**config.mk**
```make
export PLATFORM = sky130hd
export DESIGN_NAME = multiplier_csa
export DESIGN_NICKNAME = d
export VERILOG_FILES = /design/src/rtl/multiplier_csa.sv
export SDC_FILE = /design/constraint.sdc
export NUM_CORES = 1
export LEC_CHECK = 0
export CORE_AREA = 5 5 42 44
export DETAILED_ROUTE_END_ITERATION = 8
export DIE_AREA = 0 0 47 49
export GPL_ROUTABILITY_DRIVEN = 0
export HOLD_SLACK_MARGIN = 0.02
export PLACE_DENSITY = 0.72
export SLEW_MARGIN = 20
export SYNTH_ARGS = -nofsm -noshare
export SYNTH_HDL_FRONTEND = slang
export SYNTH_SLANG_ARGS = --single-unit
```
**constraint.sdc**
```tcl
create_clock -name clk -period 4.2 [get_ports clk]
set_input_delay 1.05 -clock clk [delete_from_list [all_inputs] [get_ports clk]]
set_output_delay 1.05 -clock clk [all_outputs]
set_load 0.05 [all_outputs]
```
**src/rtl/multiplier_csa.sv**
```systemverilog
// multiplier_csa: unsigned N x N carry-save array multiplier.
// AND-gate partial products feed N-2 full-adder CSA rows (plus a leading
// half-adder row), then a ripple-carry vector-merge adder forms the upper
// half of the product. The product is registered; reset is synchronous and
// active-high.
// Optional build macro: MULT_CSA_INREG_EN adds operand input registers,
// which makes the latency 2 cycles instead of 1.
module multiplier_csa #(
  parameter int N = 4
) (
  input  logic           clk,
  input  logic           rst,
  input  logic [N-1:0]   multiplicand,
  input  logic [N-1:0]   multiplier,
  output logic [2*N-1:0] product
);

  logic [N-1:0]          op_a;
  logic [N-1:0]          op_b;
  logic [N-1:0][N-1:0]   pp;
  logic [2*N-1:0]        prod_d;

`ifdef MULT_CSA_INREG_EN
  // Capture the operands ahead of the array; reset clears them too.
  always_ff @(posedge clk) begin
    if (rst) begin
      op_a <= '0;
      op_b <= '0;
    end else begin
      op_a <= multiplicand;
      op_b <= multiplier;
    end
  end
`else
  assign op_a = multiplicand;
  assign op_b = multiplier;
`endif

  // Partial products: row j is the multiplicand gated by multiplier bit j.
  always_comb begin
    pp = '0;
    for (int j = 0; j < N; j++) begin
      for (int i = 0; i < N; i++) begin
        pp[j][i] = op_a[i] & op_b[j];
      end
    end
  end

  // Carry-save reduction followed by the ripple-carry merge adder.
  // Before adding row j, s_row[k] carries weight j-1+k and c_row[k] carries
  // weight j+k, so s_row[0] is final and drops straight into the product.
  always_comb begin : csa_array
    logic [N-1:0] s_row;
    logic [N-1:0] c_row;
    logic [N-1:0] s_new;
    logic [N-1:0] c_new;
    logic [N:0]   s_ext;
    logic         add_a;
    logic         rc;

    prod_d = '0;
    s_row  = pp[0];
    c_row  = '0;
    s_new  = '0;
    c_new  = '0;
    s_ext  = '0;
    add_a  = 1'b0;
    rc     = 1'b0;

    for (int j = 1; j < N; j++) begin
      prod_d[j-1] = s_row[0];
      s_ext = {1'b0, s_row};
      // Each bit is an independent full adder; no carry moves within a row.
      for (int k = 0; k < N; k++) begin
        s_new[k] = s_ext[k+1] ^ c_row[k] ^ pp[j][k];
        c_new[k] = (s_ext[k+1] & c_row[k]) |
                   (s_ext[k+1] & pp[j][k]) |
                   (c_row[k]   & pp[j][k]);
      end
      s_row = s_new;
      c_row = c_new;
    end

    prod_d[N-1] = s_row[0];
    s_ext = {1'b0, s_row};

    // Both remaining vectors now align at weight N; the carry out of the
    // top bit is always zero because (2^N-1)^2 fits in 2N bits.
    for (int k = 0; k < N; k++) begin
      add_a       = s_ext[k+1];
      prod_d[N+k] = add_a ^ c_row[k] ^ rc;
      rc          = (add_a & c_row[k]) | (add_a & rc) | (c_row[k] & rc);
    end
  end

  // Product register; reset discards whatever the array is presenting.
  always_ff @(posedge clk) begin
    if (rst) begin
      product <= '0;
    end else begin
      product <= prod_d;
    end
  end

endmodule

```
==> results of run 1 <==
through the flow:
step	utilization, %	setup slack, ps	hold WS [ps]	TNS [ps]
final	56.9	191	1500	0
after global routing	56.9	72.5	1510	0
after CTS	56.9	177	1500	0
after detailed placement	55.3	-99.3	1770	-113
after global placement	55.3	-90.1	1760	-127
after floorplan	-	446	1230	0
power breakdown:
group / switching, µW / internal (µW) / leakage [µW] / total (µW)
clock network: 24.8 / 32.6 / 0.0000138 / 57.4
logic: 55.7 / 43.7 / 0.000306 / 99.4
registers: 1.90 / 85.2 / 0.0000661 / 87.1
total: 82.4 / 161 / 0.000386 / 244
layout make-up:
class / count / area, µm² / area share [%]
multi-input combinational: 35 / 368 / 46.2
timing repair buffer: 21 / 200 / 25.1
sequential: 8 / 160 / 20.1
inverter: 7 / 26.3 / 3.30
clock buffer: 3 / 22.5 / 2.83
tap: 16 / 20.0 / 2.51
worst max-delay path by stage:
stage	from	end	slack (ps)	cells past startpoint
floorplan	multiplicand[3]	product[6]$_SDFF_PP0_	450	10
global placement	multiplicand[2]	product[6]$_SDFF_PP0_	-90	11
detailed placement	multiplicand[2]	product[6]$_SDFF_PP0_	-100	11
CTS	multiplicand[2]	product[6]$_SDFF_PP0_	180	11
global route	multiplicand[2]	product[6]$_SDFF_PP0_	70	11
finish	multiplicand[2]	product[6]$_SDFF_PP0_	190	11
cell usage in the layout, fill, tap and decap left out:
cell and count:
inv_1 7, fa_1 8, and2b_2 7, clkdlybuf4s50_1 17, clkbuf_4 3, and2_1 12
nand2_1 3, dfxtp_1 8, ha_1 4, buf_4 4, and3b_2 1
per-layer routing:
layer | share of wire [%] | wire length, µm | track usage (%)
met1 | 39 | 327 | 10.2
met2 | 46 | 388 | 13.8
met3 | 9.7 | 82 | 2.21
met4 | 5.4 | 46 | 9.68
met5 | 0 | 0 | 0
kinds of logic (layout without fill, tap and decap cells):
logic type	Yosys count	in the layout	share of synthesized area, %
adders and majority gates	12	12	37.9
buffers and inverters	7	31	4.74
DFF	8	8	28.9
and+or+nand+nor	23	23	28.4
critical path: stages:
cell and delay (ps):
clkdlybuf4s50_1 430, and2_1 170, ha_1 260, inv_1 50
fa_1 520, inv_1 50, fa_1 410, ha_1 200
fa_1 380, fa_1 430, and2b_2 190
==> key figures, run 1 <==
Status
  • Status: finished, final reports clean

Pwr
  • Final Power: roughly 240 µW
  • Pwr/cell area: ~310 nW/µm²
  • Max rail drop VDD: between 0.0001 and 0.00015 V
  • Lkg Pwr: a little under 0.0004 µW

Cells and area
  • Post-route cell area: 797 µm²
  • Largest register by flop count: product
  • Biggest registers after layout: product: 8 flops
  • Fin nets: ~100
  • Fin cells: 90
  • Layout area overhead: 43.8%
  • Largest register FFs: 8
  • Final antenna diode count: 0
  • Layout cell share with drive strength beyond 1: a little over 20%
  • Filler cell count: 134

GRT
  • Largest net degree at the start of global routing: 9
  • Vias in the first global route: 390
  • GRT Total Usage: a little under a tenth
  • Initial antenna violation count: 0
  • First-pass GRT wire length: 1500 µm
  • Global route total overflow: 0

Worst setup path
  • Crit path launch type: input pin
  • Crit Path Class: input pin to flop
  • Worst EP arrival: 4160 ps
  • CP max FO: 3
  • Setup crit end kind: flop
  • CP required: 4350 ps

Routing
  • Via/cell ratio: ~4.4
  • DR DRC count: 0
  • Initial DRC count: 1
  • Wire length per cell: about 9.4 µm
  • Final ANT Viol Nets: 0
  • Via Count: between 300 and 400
  • DRT Pass-1 Iters: 2
  • Routed WL: about 850 µm

Yosys
  • Yosys top cell area share: 28.9%
  • Dominant cell type by area after synthesis: dfxtp_1
  • Synth cell types: 8
  • Top-count cell post-synth: and2_1
  • Yosys reg bits: 8
  • Main synth FF type: dfxtp_1
  • Post-synth top cells: and2_1 (12), dfxtp_1 (8), fa_1 (8)
  • Post-synth ARST share: 0%
  • Largest cells by area after synthesis: dfxtp_1 (29%), fa_1 (29%), and2_1 (14%)
  • Post-synth EDFFs: 0
  • Sequential area share after synthesis: 28.9%
  • Syn Area/Cell: ~11 µm²
  • Yosys warnings: 0
  • Cells after Synth: 50
  • Cell Area, Synth: 554 µm²
  • Syn nets: just over 70

Placement
  • DP Area: roughly 770 µm²
  • Dpl cells: 87
  • Post-detail-place hpwl: between 700 and 800 µm
  • PortBufs: 17

STA
  • Rel. slew slack: around 67%
  • Fmax: about 0.25 GHz
  • Period utilization: between 90% and 100%
  • Max Slew Vio Count: 0
  • Slew @ Worst Pin: 498 ps
  • RSZ-0062 raised after global routing: false
  • Final setup fails: 0
  • Final hold viol count: 0
  • Fin crit period: 4010 ps

Clock tree
  • CTS tree: done
  • Postcts setup bufs: 0
  • Num CTS Buffers: 3
  • Clock tree buffer depth: 2
  • Clock transition at path regs: ~50 ps
  • Cts repair resizes: 0
  • Htree depth: 1
  • CTS root buf: clkbuf_4
  • CTS Sinks: 8
  • Hold-fix buffers, CTS: 0

Floorplanning
  • Die Span Y: between 40 and 50 µm
  • Io pins: 18
  • Starting Density: about two fifths
  • Core footprint: 1400 µm²
  • Die width: around 47 µm
  • Row count: 14
  • Full die area: between 2000 and 2500 µm²

Hold path
  • Worst hold path endpoint: product[0]$_SDFF_PP0_
  • Hold Path Origin: multiplicand[0]
  • Min-Delay Path Class: input pin to flop
  • WHS Path Cells: 2

Run
  • Max-Cap Viols: 0
Power figures use the tool's default switching activity.
==> inputs of run 2 (changes only) <==
--- a/config.mk
+++ b/config.mk
@@ -11,6 +11,7 @@
 export GPL_ROUTABILITY_DRIVEN = 0
 export HOLD_SLACK_MARGIN = 0.02
 export PLACE_DENSITY = 0.72
+export SKIP_CTS_REPAIR_TIMING = 1
 export SLEW_MARGIN = 20
 export SYNTH_ARGS = -nofsm -noshare
 export SYNTH_HDL_FRONTEND = slang
==> constraint.sdc (replaced) <==
create_clock -name clk -period 4.96 [get_ports clk]
set_input_delay 1.24 -clock clk [delete_from_list [all_inputs] [get_ports clk]]
set_output_delay 1.24 -clock clk [all_outputs]
set_load 0.05 [all_outputs]
==> key figures, run 2 (synthesis results as in run 1) <==
Status
  • Status: finished, final reports clean (unchanged)

Pwr
  • Pwr/cell area: 264 nW/µm² (was 306 nW/µm²)
  • Lkg Pwr: 0.000367 µW (was 0.000386 µW)
  • Max rail drop VDD: 0.000105 V (was 0.000118 V)

Worst setup path
  • Slowest CP cell: fa_1 (unchanged)
  • CP required: 5100 ps (was 4350 ps)
  • Crit path launch type: input pin (unchanged)
  • Setup crit end kind: flop (unchanged)
  • Cell mode on critical path: fa_1 (unchanged)
  • Crit Path Class: input pin to flop (unchanged)
  • CP max FO: 4 (was 3)
  • Worst EP arrival: 4380 ps (was 4160 ps)
  • CP cell instances: clkdlybuf4s50_1, and2_1, ha_1, inv_1, fa_1, inv_1, fa_1, ha_1, fa_1, fa_1, and2b_2 (unchanged)
  • Critical path origin: multiplicand[2] (unchanged)
  • Slowest stage delay, CP: 520 ps (about the same)

STA
  • RSZ-0062 raised after global routing: false (unchanged)
  • Final WS setup: 720 ps (was 191 ps)
  • Setup TNS Final: 0 ps (unchanged)
  • Max Slew Vio Count: 0 (unchanged)
  • Rel. slew slack: 66.7% (about the same)
  • Period utilization: 85.5%
  • Final setup fails: 0 (unchanged)
  • Fmax: roughly 0.24 GHz
  • Final hold viol count: 0 (unchanged)
  • Slew @ Worst Pin: 498 ps (about the same)
  • Fin crit period: roughly 4200 ps

Floorplanning
  • Starting Density: 39.6% (unchanged)
  • Io pins: 18 (unchanged)
  • Die width: 47 µm (unchanged)
  • Core footprint: 1400 µm² (unchanged)
  • Row count: 14 (unchanged)
  • Die Span Y: 49 µm (unchanged)
  • Full die area: 2300 µm² (unchanged)

Clock tree
  • Clock tree buffer depth: 2 (unchanged)
  • Clock transition at path regs: 50 ps (about the same)
  • CTS root buf: clkbuf_4 (unchanged)
  • Htree depth: 1 (unchanged)
  • Num CTS Buffers: 3 (unchanged)
  • CTS Sinks: 8 (unchanged)
  • CTS tree: done (unchanged)

Routing
  • Via Count: 389 (was 399)
  • Final ANT Viol Nets: 0 (unchanged)
  • DR DRC count: 0 (unchanged)
  • Wire length per cell: 9.73 µm (was 9.39 µm)
  • Routed WL: 837 µm (was 845 µm)
  • DRT Pass-1 Iters: 4 (was 2)
  • Initial DRC count: 8 (was 1)
  • Via/cell ratio: 4.52 (was 4.43)

Hold path
  • Hold Path Origin: multiplicand[0] (unchanged)
  • Min-Delay Path Class: input pin to flop (unchanged)

Cells and area
  • Biggest registers after layout: product: 8 flops (unchanged)
  • Largest register FFs: 8 (unchanged)
  • Most frequent cells in the layout: clkdlybuf4s50_1 (17), and2_1 (12), fa_1 (8), dfxtp_1 (8) (unchanged)
  • Layout cell share with drive strength beyond 1: 15.7% (was 20.3%)
  • Post-route cell area: 767 µm² (was 797 µm²)
  • Commonest non-fill, non-tap cell in the layout: clkdlybuf4s50_1 (unchanged)
  • Largest register by flop count: product (unchanged)
  • Fin nets: 94 (was 98)
  • Filler cell count: 138 (was 134)
  • Final antenna diode count: 0 (unchanged)
  • Layout area overhead: 38.4% (was 43.8%)

Placement
  • DP Area: 744 µm² (was 774 µm²)
  • Post-detail-place hpwl: 765 µm (was 769 µm)
  • Pre-CTS setup slack: 440 ps (was -99.3 ps)
  • PortBufs: 17 (unchanged)

GRT
  • Global route total overflow: 0 (unchanged)
  • Largest net degree at the start of global routing: 9 (unchanged)
  • First-pass GRT wire length: 1370 µm (was 1500 µm)
  • GRT Total Usage: 8.33% (was 9.46%)
  • Vias in the first global route: 367 (was 390)
  • Initial antenna violation count: 0 (unchanged)

Run
  • Max-Cap Viols: 0 (unchanged)
## run 2: stage by stage
| stage | utilization (%) | std cells | hold slack, ps | power, µW |
|---|---|---|---|---|
| after floorplan | - | 50 | 1420 | 129 |
| after global placement | 53.1 | 83 | 1950 | 158 |
| after detailed placement | 53.1 | 83 | 1950 | 159 |
| after CTS | 54.7 | 86 | 1680 | 207 |
| after global routing | 54.7 | 86 | 1690 | 217 |
| final | 54.7 | 86 | 1690 | 203 |
## run 2: worst max-delay path, delay by kind of cell
kind,cells,cell delay (ps)
adder cells (fa/ha/maj),6,2190
AND/OR/NAND/NOR,2,380
buffers and inverters,3,560
## run 2: final timing paths
kind | end | slack, ps | cells past startpoint
setup / recovery | product[6]$_SDFF_PP0_ | 720 | 11
hold / removal | product[0]$_SDFF_PP0_ | 1690 | 2
## run 2: final cells by class
class | instances | area, µm² | share of cell area [%]
Tap cell | 16 | 20.0 | 2.61
Timing Repair Buffer | 17 | 170 | 22.2
Multi-Input combinational cell | 35 | 368 | 48.0
Inverter | 7 | 26.3 | 3.43
Sequential cell | 8 | 160 | 20.9
Clock buffer | 3 | 22.5 | 2.94
## run 2: routing by layer
| metal | GRT usage [%] | up-vias | part of all wire [%] |
|---|---|---|---|
| met5 | 0 | - | 0 |
| met4 | 6.91 | 0 | 3.0 |
| met3 | 1.11 | 2 | 8.4 |
| met2 | 12.9 | 16 | 50 |
| met1 | 9.55 | 182 | 38 |
| li1 | - | 189 | - |
## run 2: where the power goes
group	total [µW]	internal [µW]	switching [µW]
registers	73.8	72.2	1.62
logic	82.2	35.2	47.0
clock network	46.5	27.5	19.0
==> inputs of run 3 (changes only) <==
--- a/config.mk
+++ b/config.mk
@@ -16,3 +16,4 @@
 export SYNTH_ARGS = -nofsm -noshare
 export SYNTH_HDL_FRONTEND = slang
 export SYNTH_SLANG_ARGS = --single-unit
+export TNS_END_PERCENT = 30
==> results of run 3 <==
Final layout, timing and power as in run 2 (identical DEF).
==> RTL change (config.mk and constraints of run 2) <==
Set the parameter `N` to 2 (it was 4).
--- a/src/rtl/multiplier_csa.sv
+++ b/src/rtl/multiplier_csa.sv
@@ -6,7 +6,7 @@
 // Optional build macro: MULT_CSA_INREG_EN adds operand input registers,
 // which makes the latency 2 cycles instead of 1.
 module multiplier_csa #(
-  parameter int N = 4
+  parameter int N = 2
 ) (
   input  logic           clk,
   input  logic           rst,
Interface: changed (resized multiplicand, multiplier and product); port bits go from 18 to 10. The function was not compared with the original's and may differ.
==> RTL change against run 2 <==
Sequential cell count decreased by 4. Combinational power shrank 82%. Sequential share of layout area is 7.3 points higher. Design area shrank 63%. Hold slack worse by 54 ps. Critical path type is now reg -> out. Area after synthesis is 73% lower. Power is 57% lower. Routed wire length is 65% lower. Utilization shrank 34 points. Worst setup slack improved by 1700 ps.
==> RTL change: results (changes against run 2) <==
Detailed Route Iter0 Violations 0 (was 8); # clk buffers 3 (unchanged); arrival time worst endpoint 1320 ps (was 4380 ps); syn nets 21 (was 72); slowest stage cell, crit path clkdlybuf4s50_1 (was fa_1); Worst Hold Class in -> reg (unchanged); Syn. warnings 0 (unchanged); GRT Total Usage 0.03385 (was 0.08327); status complete, no violations (unchanged); top cells by area, synth dfxtp_1, ha_1, and2_1 (was dfxtp_1, fa_1, and2_1); placed inst area 261.5 µm² (was 744.5 µm²); synth unique cells 5 (was 8); syn_area_per_cell 11.65 µm² (was 11.09 µm²); nets 35 (was 94); largest net degree at the start of global routing 5 (was 9); Leakage 0.1214 nW (was 0.3666 nW); Crit Path Max Fanout 1 (was 4); delay-heaviest family, CP buffers and inverters (was adder cells); Initial DRT Pass Iterations 1 (was 4); global-route wire length before repair 469 µm (was 1373 µm); Seq/Total Area, Yosys 0.5289 (was 0.2889); CTS sink count 4 (was 8); largest stage delay on the critical path 790 ps (was 520 ps); IO Port Bufs 9 (was 17); multi-input combinational area share 0.2511 (was 0.4796); Post-synth top cells dfxtp_1, and2_1, nor2b_1 (was and2_1, dfxtp_1, fa_1); Tightest Pin Transition 493.0 ps (was 498.4 ps); worst IR drop on VDD 52.20 µV (was 105.1 µV); fraction of area in clock buffers and inverters 0.07930 (was 0.02936); largest registers product x4 (was product x8); initial antenna violation count 0 (unchanged); Non-Clock Buffer Count 9 (was 17); DR vias/cell 3.293 (was 4.523); Place WS 2443 ps (was 439.8 ps); #MultiIn Comb 9 (was 35); Non-clock buffering overhead 0.3172 (was 0.2219); FF+latch area 80.08 µm² (was 160.2 µm²); Inverters, non-clock 0 (was 7); number of global-route vias before repair 145 (was 367); layout cells sized above 1 0.1200 (was 0.1571); Routed WL 293 µm (was 837 µm); Fill cells 169 (was 138)
-- RTL change: where the power goes --
group	switching (W)	internal (W)
combinational	0.00000747	0.00000752
sequential	0.000000298	0.0000338
clock	0.0000116	0.0000269
-- RTL change: layer usage --
metal | wire length [µm] | track usage
met1 | 125 | 0.02649
met2 | 104 | 0.04072
met3 | 63 | 0.02214
met4 | 0 | 0.05530
met5 | 0 | 0
-- RTL change: cells by family after synthesis --
| family | count (synthesis) | share of synthesized area |
|---|---|---|
| adders and majority gates | 2 | 0.1653 |
| DFF | 4 | 0.5289 |
| and+or+nand+nor | 7 | 0.3058 |
-- RTL change: through the flow --
step	cells	utilization
floorplan	13	-
finish	41	0.2027
global placement	38	0.1866
detailed placement	38	0.1866
global route	41	0.2027
CTS	41	0.2027
-- RTL change: worst paths after layout --
kind,startpoint,to,slack [ps],cells after the start
worst min-delay path,rst,product[3]$_SDFF_PP0_,1630,2
worst max-delay path,product[0]$_SDFF_PP0_,product[0],2400,1
